File: src/rtl/pipe_pkg.sv
// Shared types and constants for the pipe_stage slice.
package pipe_pkg;

  // Occupancy of the stage: nothing held, main held, or main and skid held.
  typedef enum logic [1:0] {
    EMPTY = 2'd0,
    BUSY  = 2'd1,
    FULL  = 2'd2
  } state_e;

  // Bubble instruction (addi x0,x0,0) shown downstream while the stage is empty.
  localparam logic [31:0] NOP_INSTR_DEF = 32'h0000_0013;

endpackage

File: src/rtl/pipe_stall_ctr.sv
// Saturating counter of back-pressured cycles; never wraps.
module pipe_stall_ctr #(
  parameter int CNT_W = 16
) (
  input  logic             clk_i,
  input  logic             rst_ni,
  input  logic             inc_i,
  output logic [CNT_W-1:0] cnt_o
);

  logic [CNT_W-1:0] cnt_q;

  // Count up while requested, holding at all-ones once reached.
  always_ff @(posedge clk_i or negedge rst_ni) begin
    if (!rst_ni)                    cnt_q <= '0;
    else if (inc_i && cnt_q != '1)  cnt_q <= cnt_q + CNT_W'(1);
  end

  assign cnt_o = cnt_q;

endmodule

File: src/rtl/pipe_stage.sv
// Single pipeline register stage for a PC/instruction pair with optional
// 2-entry skid buffer (registered ready) or plain register (comb ready).
module pipe_stage
  import pipe_pkg::*;
#(
  parameter int               WIDTH     = 32,
  parameter int               SKID      = 1,
  parameter logic [WIDTH-1:0] NOP_INSTR = WIDTH'(NOP_INSTR_DEF),
  parameter int               CNT_W     = 16
) (
  input  logic             clk_in,
  input  logic             rst_in,
  input  logic             flush_in,
  input  logic             valid_in,
  output logic             ready_out,
  input  logic [WIDTH-1:0] pc_in,
  input  logic [WIDTH-1:0] instr_in,
  output logic             valid_out,
  input  logic             ready_in,
  output logic [WIDTH-1:0] pc_out,
  output logic [WIDTH-1:0] instr_out,
  output logic [CNT_W-1:0] stall_cnt_out
);

  state_e           state_q, state_d;
  logic [WIDTH-1:0] main_pc_q, main_pc_d;
  logic [WIDTH-1:0] main_instr_q, main_instr_d;
  logic [WIDTH-1:0] skid_pc, skid_instr;
  logic             skid_ld;
  logic             vld;
  logic             acc;

  assign vld = (state_q != EMPTY);
  assign acc = valid_in & ready_out;

  // Next-state and main-register load; flush overrides everything and
  // swallows any concurrent upstream transfer.
  always_comb begin
    state_d      = state_q;
    main_pc_d    = main_pc_q;
    main_instr_d = main_instr_q;
    skid_ld      = 1'b0;
    if (flush_in) begin
      state_d      = EMPTY;
      main_pc_d    = '0;
      main_instr_d = NOP_INSTR;
    end else begin
      case (state_q)
        EMPTY: begin
          if (acc) begin
            state_d      = BUSY;
            main_pc_d    = pc_in;
            main_instr_d = instr_in;
          end
        end
        BUSY: begin
          if (acc && ready_in) begin
            main_pc_d    = pc_in;
            main_instr_d = instr_in;
          end else if (acc && SKID != 0) begin
            // Downstream stalled but we already promised ready: park in skid.
            state_d = FULL;
            skid_ld = 1'b1;
          end else if (!valid_in && ready_in) begin
            state_d = EMPTY;
          end
        end
        FULL: begin
          if (ready_in) begin
            state_d      = BUSY;
            main_pc_d    = skid_pc;
            main_instr_d = skid_instr;
          end
        end
        default: state_d = EMPTY;
      endcase
    end
  end

  // State and main payload registers.
  always_ff @(posedge clk_in or negedge rst_in) begin
    if (!rst_in) begin
      state_q      <= EMPTY;
      main_pc_q    <= '0;
      main_instr_q <= NOP_INSTR;
    end else begin
      state_q      <= state_d;
      main_pc_q    <= main_pc_d;
      main_instr_q <= main_instr_d;
    end
  end

  generate
    if (SKID != 0) begin : g_skid
      logic [WIDTH-1:0] skid_pc_q, skid_instr_q;
      logic             rdy_q;

      // Skid entry captured only on a stalled accept; cleared on flush.
      always_ff @(posedge clk_in or negedge rst_in) begin
        if (!rst_in) begin
          skid_pc_q    <= '0;
          skid_instr_q <= NOP_INSTR;
        end else if (flush_in) begin
          skid_pc_q    <= '0;
          skid_instr_q <= NOP_INSTR;
        end else if (skid_ld) begin
          skid_pc_q    <= pc_in;
          skid_instr_q <= instr_in;
        end
      end

      // Registered ready: low only while both entries are occupied.
      always_ff @(posedge clk_in or negedge rst_in) begin
        if (!rst_in) rdy_q <= 1'b1;
        else         rdy_q <= (state_d != FULL);
      end

      assign skid_pc    = skid_pc_q;
      assign skid_instr = skid_instr_q;
      assign ready_out  = rdy_q;
    end else begin : g_noskid
      assign skid_pc    = '0;
      assign skid_instr = NOP_INSTR;
      assign ready_out  = ready_in | ~vld;
    end
  endgenerate

  assign valid_out = vld;
  assign pc_out    = vld ? main_pc_q    : '0;
  assign instr_out = vld ? main_instr_q : NOP_INSTR;

  pipe_stall_ctr #(.CNT_W(CNT_W)) u_stall (
    .clk_i  (clk_in),
    .rst_ni (rst_in),
    .inc_i  (vld & ~ready_in),
    .cnt_o  (stall_cnt_out)
  );

endmodule

File: config.mk
export PLATFORM = sky130hd
export DESIGN_NAME = pipe_stage
export DESIGN_NICKNAME = d
export VERILOG_FILES = /design/src/rtl/pipe_pkg.sv /design/src/rtl/pipe_stall_ctr.sv /design/src/rtl/pipe_stage.sv
export SDC_FILE = /design/constraint.sdc
export NUM_CORES = 1
export LEC_CHECK = 0
export BUFFER_PORTS_ARGS = -buffer_cell sky130_fd_sc_hd__buf_2
export CAP_MARGIN = 20
export CORE_ASPECT_RATIO = 0.7
export CORE_MARGIN = 3
export CORE_UTILIZATION = 41
export CTS_CLUSTER_SIZE = 14
export DETAILED_ROUTE_END_ITERATION = 12
export HOLD_SLACK_MARGIN = 0.06
export PLACE_DENSITY = 0.7
export SETUP_SLACK_MARGIN = 0.3
export SLEW_MARGIN = 20
export SYNTH_ARGS = -nofsm -noshare
export SYNTH_HDL_FRONTEND = slang
export SYNTH_HIERARCHICAL = 1
export SYNTH_SLANG_ARGS = --single-unit
File: constraint.sdc
create_clock -name clk_in -period 2.8 [get_ports clk_in]
set_input_delay 0 -clock clk_in [delete_from_list [all_inputs] [get_ports clk_in]]
set_output_delay 0 -clock clk_in [all_outputs]
set_load 0.03 [all_outputs]
==> metrics.md <==
| Metric | Value |
|---|---|
| Critical Path, Cell by Cell | `or2_2, nor2b_1, nand2_1, nor3_1, nand4_1, xnor2_1` |
| Final critical path time including I/O delays and setup | `2.158 ns` |
| Fin Clk Skew | `0.008198 ns` |
| Largest net degree at the start of global routing | `66` |
| GRT overflow | `0` |
| Transition time at the pin with the least slew margin | `1.040 ns` |
| R2R cell count | `6` |
| Kind of launch point of the worst setup path | `register` |
| Number of buffers created by CTS | `17` |
| Number of remaining DRC errors | `0` |
| Total wire length after detailed routing | `18,050 µm` |
| Number of buffers added on ports | `150` |
| Die H | `117.4 µm` |
| Register area share after synthesis | `0.5071` |
| Detailed Place HPWL | `11,460 µm` |
| Number of library cell types mapped by synthesis | `47` |
| Antenna Cells | `0` |
| Layout Cells excl Fill | `1,046` |
| Launch instance of the worst register-to-register path | `state_q[1]` |
| Result of the run | `completed` |
| Cell at the slowest stage of the critical path | `sky130_fd_sc_hd__dfrtp_1` |
| Max Fclk | `0.4634 GHz` |
| Max cap viols | `0` |
| Number of placed instances, taps included | `946` |
| Number of nets in the layout | `874` |
| Final count of pins violating max slew | `0` |
| Hold crit path type | `in2async` |
| Number of clock sinks seen by CTS | `147` |
| Number of enable flip-flop cells after synthesis | `0` |
| Data arrival time at the worst-slack endpoint | `2.45 ns` |
| Synthesized cell area | `0.007272 mm²` |
| Routed length per placed instance | `17.26 µm` |
| Bufs on Longest Clock Path | `2` |
| Die outline area | `0.01940 mm²` |
| Areal power density over the cells | `627.4 mW/mm²` |
| Most instantiated flip-flop cell in the synthesis netlist | `sky130_fd_sc_hd__dfrtp_1` |
| 1st-pass router iterations | `5` |
| Root Buffer Master | `sky130_fd_sc_hd__clkbuf_16` |
| Maximum vdd ir drop | `381.2 µV` |
| Number of hold violations in the final report | `0` |
| Number of antenna violations at the first check in global routing | `0` |
| Fraction of final layout cells with drive strength greater than 1 | `0.3276` |
| Clk pin slew, worst setup/hold paths | `0.06 ns` |
| End point of the critical path | `u_stall/cnt_o[10]` |
| TritonCTS clock tree | `done` |
| Number of top-level design ports | `151` |
| Setup crit start | `state_q[1]` |
| Synth-to-layout area growth | `30.37%` |
| Syn Area/Cell | `12.04 µm²` |
| Number of warnings issued by yosys | `6` |
| Via count of the first global-routing pass | `5,667` |
| Die extent in x | `165.2 µm` |
| Total number of placement rows | `40` |
| Reg-to-reg endpoint | `u_stall/cnt_o[10]` |
| Total number of vias | `5,603` |
| Initial Util | `0.4212` |
| Type of the worst setup path | `reg2reg` |
| Number of DRC markers after the initial detailed-route iteration | `321` |
| Core region area | `0.01727 mm²` |
| Max transition margin | `0.3065` |
| Post-route ant nets | `0` |
| # setup viols final | `0` |
| Number of flip-flops and latches in the synthesized netlist | `147` |
| Global-route wire length before repair | `29,340 µm` |
| Number of H-tree levels | `4` |
| CP max FO | `8` |
| Syn Nets | `674` |
| Period utilization | `0.7708` |
| Async set-reset flop share out of synthesis | `1.000` |
| Number of buffers inserted by post-CTS setup repair | `0` |
| Overall Global Routing Usage | `0.1883` |
| Required @ worst endpoint | `3.09 ns` |
| Crit end category | `register` |
| Number of vias per cell after detailed routing | `5.357` |
| Accumulated negative setup slack | `0 ns` |
| Setup slack of the most critical reg-to-reg path | `0.64 ns` |
| Unrepaired setup endpoints after global routing | `false` |
| Clock latency at the later pin of the worst-skew pair | `0.41 ns` |
| Gate count after technology mapping | `604` |
| Routability Congestion | `0.8016` |
| P_leak | `4.349 nW` |
| CP max stage delay | `0.48 ns` |
==> flip-flops by register name, indices dropped and copies added (netlist names) <==
register / count
g_skid.skid_instr_q: 32
g_skid.skid_pc_q: 32
main_instr_q: 32
main_pc_q: 32
ready_out: 1
state_q: 2
u_stall/cnt_o: 16
==> synthesized netlist by cell type, drive strengths merged (3+ instances only) <==
cell	number	share of area
nor2b	8	0.0069
and3	3	0.0028
nor2	9	0.0046
a22o	61	0.073
dfstp	7	0.025
nor4	3	0.0076
o31ai	63	0.10
xnor2	5	0.0060
nand2b	5	0.0043
clkbuf	14	0.0072
nand3	9	0.011
dfrtp	140	0.48
o21ai	4	0.0028
mux2i	61	0.084
nand2	69	0.036
o22a	3	0.0036
buf	37	0.042
o21a	4	0.0041
and2	61	0.052
nand4	11	0.012
a211oi	3	0.0031
a21oi	5	0.0034
==> power breakdown <==
group	switching (mW)	internal [mW]
registers	0.117	2.27
clock network	0.861	1.80
logic	0.551	0.348
total	1.53	4.42
==> layer usage <==
metal	share of wire	up-vias	routed length (µm)	global-route usage
met5	0	-	0	0
met4	0.013	0	230	0.05448
met3	0.057	18	1030	0.03602
met2	0.47	189	8451	0.2986
met1	0.46	2789	8340	0.2627
li1	-	2607	-	-
==> kinds of logic (layout without fill, tap and decap cells) <==
| family | count (synthesis) | in the layout | synth area share |
|---|---|---|---|
| AOI/OAI and AO/OA | 150 | 150 | 0.2020 |
| DFF | 147 | 147 | 0.5071 |
| xor gates and xnor gates | 7 | 7 | 0.008431 |
| and+or+nand+nor | 183 | 183 | 0.1421 |
| muxes | 63 | 63 | 0.08809 |
| adders and majority gates | 1 | 1 | 0.001720 |
| buffers and inverters | 53 | 264 | 0.05058 |
==> final cells by class <==
| type | count | area [µm²] |
|---|---|---|
| Clock buffer | 21 | 460.4 |
| Clock inverter | 9 | 226.5 |
| Fill cell | 1470 | 7786 |
| Inverter | 2 | 7.507 |
| Multi-Input combinational cell | 404 | 3247 |
| Sequential cell | 147 | 3687 |
| Tap cell | 231 | 289.0 |
| Timing Repair Buffer | 232 | 1563 |
==> critical path, delay by kind of cell, from the launching register on <==
kind	cells	cell delay [ns]
flops	1	0.48
simple gates	5	1.40
xor+xnor	1	0.16
==> timing repair <==
item / 4_1_cts / 5_1_grt
hold buffers: 70 / 0
gates resized for setup: 0 / 0
hold endpoints to repair: 238 / 0
==> cells in the final DEF (no fill, tap or decap), types with 2 or more instances in the layout <==
cell / netlist / layout
sky130_fd_sc_hd__o21a_1: 4 / 4
sky130_fd_sc_hd__o22a_1: 3 / 3
sky130_fd_sc_hd__dfstp_2: 7 / 7
sky130_fd_sc_hd__nand3_2: 2 / 2
sky130_fd_sc_hd__a211oi_1: 3 / 3
sky130_fd_sc_hd__a31oi_1: 2 / 2
sky130_fd_sc_hd__o31ai_1: 9 / 9
sky130_fd_sc_hd__nand4_1: 10 / 10
sky130_fd_sc_hd__dfrtp_1: 140 / 140
sky130_fd_sc_hd__o21ai_1: 3 / 3
sky130_fd_sc_hd__and2_1: 61 / 61
sky130_fd_sc_hd__nand3_1: 5 / 5
sky130_fd_sc_hd__nor2b_1: 8 / 7
sky130_fd_sc_hd__nor4_4: 2 / 2
sky130_fd_sc_hd__clkbuf_1: 14 / 2
sky130_fd_sc_hd__clkbuf_16: 0 / 17
sky130_fd_sc_hd__xor2_1: 2 / 2
sky130_fd_sc_hd__buf_2: 15 / 148
sky130_fd_sc_hd__bufinv_16: 0 / 7
sky130_fd_sc_hd__a21oi_1: 5 / 4
sky130_fd_sc_hd__o31ai_2: 53 / 53
sky130_fd_sc_hd__buf_4: 2 / 12
sky130_fd_sc_hd__dlygate4sd3_1: 0 / 70
sky130_fd_sc_hd__mux2_4: 2 / 2
sky130_fd_sc_hd__nand3_4: 2 / 2
sky130_fd_sc_hd__nand2_1: 68 / 68
sky130_fd_sc_hd__nand2b_1: 5 / 5
sky130_fd_sc_hd__and3_1: 2 / 2
sky130_fd_sc_hd__clkbuf_8: 0 / 2
sky130_fd_sc_hd__nor2_1: 9 / 9
sky130_fd_sc_hd__a22o_1: 61 / 61
sky130_fd_sc_hd__a41oi_1: 2 / 2
sky130_fd_sc_hd__xnor2_1: 5 / 5
sky130_fd_sc_hd__and4_1: 2 / 2
sky130_fd_sc_hd__mux2i_1: 61 / 61
sky130_fd_sc_hd__inv_1: 2 / 2
==> through the flow <==
| step | area [µm²] | total power, mW | setup slack (ns) | hold slack (ns) | utilization |
|---|---|---|---|---|---|
| 5_1_grt | 9480 | 6.172 | 0.4633 | 0.1102 | 0.5491 |
| 2_1_floorplan | 7272 | 2.966 | 0.7327 | -0.2956 | - |
| 3_3_place_gp | 8093 | 3.223 | 0.7561 | -0.02978 | 0.4687 |
| 6_report | 9480 | 5.948 | 0.6418 | 0.1003 | 0.5491 |
| 3_5_place_dp | 8093 | 3.253 | 0.6625 | -0.02463 | 0.4687 |
| 4_1_cts | 9480 | 5.999 | 0.6370 | 0.08908 | 0.5491 |
==> how the worst min path moves through the flow <==
stage | from | slack [ns] | to | cells after the start
global route | valid_in | 0.11 | state_q[0] | 4
detailed placement | rst_in | -0.02 | main_pc_q[5] | 1
CTS | valid_in | 0.09 | state_q[0] | 4
global placement | rst_in | -0.03 | g_skid.skid_pc_q[6] | 1
floorplan | rst_in | -0.30 | g_skid.skid_instr_q[10] | 0
finish | rst_in | 0.10 | main_pc_q[5] | 2
Note: power is estimated with default switching activity, not from simulation.
